`config.mk`:
```
export PLATFORM = sky130hd
export DESIGN_NAME = sequence_frame_capture
export DESIGN_NICKNAME = d
export VERILOG_FILES = /design/src/rtl/sequence_frame_capture.sv
export SDC_FILE = /design/constraint.sdc
export NUM_CORES = 1
export LEC_CHECK = 0
export BUFFER_PORTS_ARGS = -buffer_cell sky130_fd_sc_hd__buf_2
export CAP_MARGIN = 20
export CORE_MARGIN = 2
export CORE_UTILIZATION = 55
export CTS_CLUSTER_DIAMETER = 50
export DETAILED_ROUTE_END_ITERATION = 8
export GPL_TIMING_DRIVEN = 0
export HOLD_SLACK_MARGIN = 0.08
export PLACE_DENSITY = 0.79
export SLEW_MARGIN = 20
export SYNTH_ARGS = -nofsm -noshare
export SYNTH_HDL_FRONTEND = slang
export SYNTH_SLANG_ARGS = --single-unit
```
`constraint.sdc`:
```
create_clock -name clk -period 4.6 [get_ports clk]
set_input_delay 0.23 -clock clk [delete_from_list [all_inputs] [get_ports clk]]
set_output_delay 0.23 -clock clk [all_outputs]
set_load 0.02 [all_outputs]
```
`src/rtl/sequence_frame_capture.sv`:
```
// Captures the WIDTH serial bits that follow a detector pulse and presents them
// as one parallel word on a valid/ready port, with a saturating frame counter.
module sequence_frame_capture #(
   parameter int WIDTH = 8,
   parameter int CNT_W = 8
) (
   input  logic             clk,
   input  logic             reset,
   input  logic             data_in,
   input  logic             detected,
   input  logic             out_ready,
   output logic [WIDTH-1:0] frame_data,
   output logic             frame_valid,
   output logic             busy,
   output logic             overflow,
   output logic [CNT_W-1:0] frame_count,
   output logic             o_dbg_state
);

   localparam int CW = (WIDTH > 2) ? $clog2(WIDTH) : 1;

   typedef enum logic {
      IDLE    = 1'b0,
      CAPTURE = 1'b1
   } state_t;

   // Output handshake: a transfer happens on any edge where frame_valid and
   // out_ready are both 1; frame_data is held while valid is up and ready is low.

   state_t            r_state;
   logic [WIDTH-1:0]  r_shift;
   logic [CW-1:0]     r_bit_cnt;
   logic [WIDTH-1:0]  r_frame_data;
   logic              r_frame_valid;
   logic              r_overflow;
   logic [CNT_W-1:0]  r_frame_count;

   state_t            w_state_nxt;
   logic [WIDTH-1:0]  w_shift_nxt;
   logic [CW-1:0]     w_bit_cnt_nxt;
   logic              w_complete;
   logic              w_xfer;
   logic              w_load;
   logic              w_drop;
   logic [WIDTH-1:0]  w_frame_data_nxt;
   logic              w_frame_valid_nxt;
   logic [CNT_W-1:0]  w_frame_count_nxt;

   always_ff @(posedge clk or negedge reset) begin
      if (!reset) begin
         r_state       <= IDLE;
         r_shift       <= '0;
         r_bit_cnt     <= '0;
         r_frame_data  <= '0;
         r_frame_valid <= 1'b0;
         r_overflow    <= 1'b0;
         r_frame_count <= '0;
      end else begin
         r_state       <= w_state_nxt;
         r_shift       <= w_shift_nxt;
         r_bit_cnt     <= w_bit_cnt_nxt;
         r_frame_data  <= w_frame_data_nxt;
         r_frame_valid <= w_frame_valid_nxt;
         r_overflow    <= w_drop;
         r_frame_count <= w_frame_count_nxt;
      end
   end

   // detected is deliberately ignored while capturing: no restart, no nesting.
   always_comb begin
      w_state_nxt   = r_state;
      w_shift_nxt   = r_shift;
      w_bit_cnt_nxt = r_bit_cnt;
      w_complete    = 1'b0;
      case (r_state)
         IDLE: begin
            if (detected) begin
               w_state_nxt   = CAPTURE;
               w_bit_cnt_nxt = '0;
            end
         end
         CAPTURE: begin
            w_shift_nxt   = {r_shift[WIDTH-2:0], data_in};
            w_bit_cnt_nxt = r_bit_cnt + CW'(1);
            if (r_bit_cnt == CW'(WIDTH - 1)) begin
               w_complete    = 1'b1;
               w_state_nxt   = IDLE;
               w_bit_cnt_nxt = '0;
            end
         end
         default: begin
            w_state_nxt   = IDLE;
            w_bit_cnt_nxt = '0;
         end
      endcase
   end

   // A completed word is loaded only if the output slot is free or being
   // emptied on this same edge; otherwise it is dropped and flagged.
   always_comb begin
      w_xfer            = r_frame_valid & out_ready;
      w_load            = w_complete & (~r_frame_valid | out_ready);
      w_drop            = w_complete & r_frame_valid & ~out_ready;
      w_frame_data_nxt  = r_frame_data;
      w_frame_valid_nxt = r_frame_valid;
      w_frame_count_nxt = r_frame_count;
      if (w_load) begin
         w_frame_data_nxt  = w_shift_nxt;
         w_frame_valid_nxt = 1'b1;
         if (r_frame_count != {CNT_W{1'b1}})
            w_frame_count_nxt = r_frame_count + CNT_W'(1);
      end else if (w_xfer) begin
         w_frame_valid_nxt = 1'b0;
      end
   end

   assign frame_data  = r_frame_data;
   assign frame_valid = r_frame_valid;
   assign busy        = (r_state == CAPTURE);
   assign overflow    = r_overflow;
   assign frame_count = r_frame_count;
   assign o_dbg_state = r_state;

endmodule

```
==> metrics.md <==
| Metric | Value |
|---|---|
| Max-slew headroom | `56.7%` |
| H-tree level count | `2` |
| Setup bufs post-CTS | `0` |
| Startpoint Class | `register` |
| Num rows | `17` |
| Final WL | `2050 µm` |
| Number of library cell types mapped by synthesis | `29` |
| Worst setup path startpoint | `r_bit_cnt[0]$_DFFE_PN0P_` |
| CP dominant cell by count | `ha_1` |
| DIE HEIGHT | `52.7 µm` |
| Post-Syn Nets | `106` |
| Worst Hold Class | `in2reg` |
| Avg Synthesized Cell Area | `13.5 µm²` |
| Placeable Area | `0.00223 mm²` |
| Predominant post-synthesis flop cell | `dfrtp_1` |
| Setup violators final | `0` |
| Slew Limit Fails | `0` |
| Max FO, Critical Path | `9` |
| CTS buffer count | `5` |
| Delay of the slowest critical-path stage | `0.40 ns` |
| Number of I/O port buffers | `24` |
| Chip Width | `52.7 µm` |
| Worst setup EP type | `register` |
| Filler instances | `161` |
| Critical Path AT | `2.05 ns` |
| CP max-delay cell | `nor2_2` |
| Finished Core Util | `68.7%` |
| Initial antenna violation count | `0` |
| Pre-Repair DR Iteration Count | `4` |
| Share of cells above drive strength 1 | `43.8%` |
| Initial drt markers | `8` |
| HP Start | `data_in` |
| CP delay by family, top | `simple AND/OR/NAND/NOR gates` |
| Via/cell ratio | `5.22` |
| Cell area after synthesis | `0.00131 mm²` |
| Initial core utilization | `58.5%` |
| Setup WS post-layout | `2.75 ns` |
| Clk pin slew, worst setup/hold paths | `0.09 ns` |
| Later-pin clock latency in the skew report | `0.31 ns` |
| Least-Margin Pin Slew | `0.649 ns` |
| DP Cell Count | `149` |
| Fin. Hold Viols | `0` |
| Power Density | `685 mW/mm²` |
| Sequential share of the synthesized area | `57.5%` |
| Final non-filler cell total | `158` |
| Largest net degree at the start of global routing | `31` |
| Inserted Diodes | `0` |
| Clk sinks | `30` |
| RePlAce Congestion | `0.792` |
| First-pass GRT wire length | `3480 µm` |
| Worst VDD drop | `0.494 mV` |
| CTS root buf | `clkbuf_4` |
| Post-route DRC | `0` |
| IO Count | `25` |
| Leakage | `0.723 nW` |
| Mapped Cells | `97` |
| Max Fclk | `542 MHz` |
| Minimum clock period | `1.85 ns` |
| Worst Path Class, Setup | `reg2reg` |
| Setup WS pre-CTS | `2.74 ns` |
| Die area | `0.00278 mm²` |
| Commonest cells after routing, fill and taps aside | `dfrtp_1 (30), buf_2 (24), mux2_2 (18)` |
| CP required | `4.80 ns` |
| Buffers plus inverters on the worst setup path | `0` |
| Via count | `825` |
| GRT Total Usage | `18.0%` |
| Area delta synth->final | `17.5%` |
| Synthesis-stage register bit count | `30` |
| EDFF count, synth | `0` |
| Worst hold slack | `0.170 ns` |
| GRT Residual Overflow | `0` |
| Routed WL per cell | `13.0 µm` |
| Clock skew | `0.00316 ns` |
| Routed Antenna Nets | `0` |
| Clock Path Buffers | `2` |
| CP Cell Sequence | `ha_1 > ha_1 > nand2_4 > nor2_2 > mux2_2` |
| Async set-reset flop share out of synthesis | `100%` |
| RSZ-0062 raised after global routing | `no` |
| Run status | `finished, final reports clean` |
| Vias in the first global route | `816` |
| Setup TNS | `0 ns` |
| Nets | `138` |
| Most common cell after layout, fill and taps aside | `dfrtp_1` |
| YS warnings | `0` |
| Max_cap viols | `0` |
| Period utilization | `40.1%` |
| CTS tree | `built` |
| R2r startpoint | `r_bit_cnt[0]$_DFFE_PN0P_` |
| HPWL after detailed placement | `1460 µm` |
cells by family after synthesis:
group	share of synthesized area (%)
xor gates and xnor gates	2.01
DFF	57.5
adders and majority gates	3.83
and+or+nand+nor	11.0
AOI/OAI and AO/OA	5.94
buffers and inverters	3.45
muxes	16.3
sequential cells by signal, summed over array words and instances (netlist names):
| register | cells |
|---|---|
| frame_count | 8 |
| frame_valid | 1 |
| r_shift | 8 |
| busy | 1 |
| overflow | 1 |
| r_bit_cnt | 3 |
| frame_data | 8 |
synthesized netlist by cell type (all sizes together) (2+ instances only):
| cell | number | area [µm²] |
|---|---|---|
| a21oi | 2 | 10.0 |
| nor3 | 2 | 10.0 |
| nor2b | 2 | 12.5 |
| xor2 | 2 | 17.5 |
| a31oi | 3 | 18.8 |
| nand2 | 5 | 26.3 |
| ha | 4 | 50.1 |
| inv | 2 | 7.51 |
| mux2 | 18 | 203 |
| nand2b | 2 | 12.5 |
| dfrtp | 30 | 751 |
| buf | 3 | 33.8 |
| nor2 | 7 | 36.3 |
| nand3 | 5 | 25.0 |
metal layers:
metal	track usage (%)	part of all wire, %	vias up
met5	0	0	-
met4	6.41	0.59	0
met3	7.71	4.5	2
met2	27.1	46	22
met1	23.1	49	394
li1	-	-	407
metrics by stage:
stage	area, µm²	power, mW
CTS	1540	1.07
global placement	1460	0.878
floorplan	1310	0.773
global route	1540	1.13
detailed placement	1460	0.901
finish	1540	1.05
power by group:
part / switching, mW / total, mW / internal (mW)
clock network: 0.0875 / 0.161 / 0.0734
registers: 0.0688 / 0.444 / 0.375
logic: 0.236 / 0.447 / 0.211
what timing repair did:
| item | CTS | global route |
|---|---|---|
| gates resized for setup | 0 | 0 |
| endpoints found under the setup margin | 0 | 0 |
| hold endpoints to repair | 30 | 0 |
| hold buffers | 1 | 0 |
layout make-up:
cell class	instances	area, µm²	area share (%)
Timing Repair Buffer	25	130	8.48
Clock inverter	2	12.5	0.815
Clock buffer	6	51.3	3.34
Multi-Input combinational cell	61	510	33.3
Tap cell	28	35.0	2.28
Inverter	2	7.51	0.489
Buffer	4	37.5	2.44
Sequential cell	30	751	48.9
path summary, 6_finish.rpt:
| kind | slack [ns] | to | cells past startpoint |
|---|---|---|---|
| setup / recovery | 2.75 | frame_data[1]$_DFFE_PN0P_ | 5 |
| hold / removal | 0.17 | r_shift[0]$_DFF_PN0_ | 2 |
| setup reg to reg | 2.75 | frame_data[1]$_DFFE_PN0P_ | 5 |
| hold reg to reg | 0.50 | frame_count[4]$_DFFE_PN0P_ | 1 |
| max in group asynchronous | 3.71 | r_shift[7]$_DFF_PN0_ | 2 |
| min in group asynchronous | 0.47 | r_bit_cnt[2]$_DFFE_PN0P_ | 2 |
(Power assumes the default switching activity.)
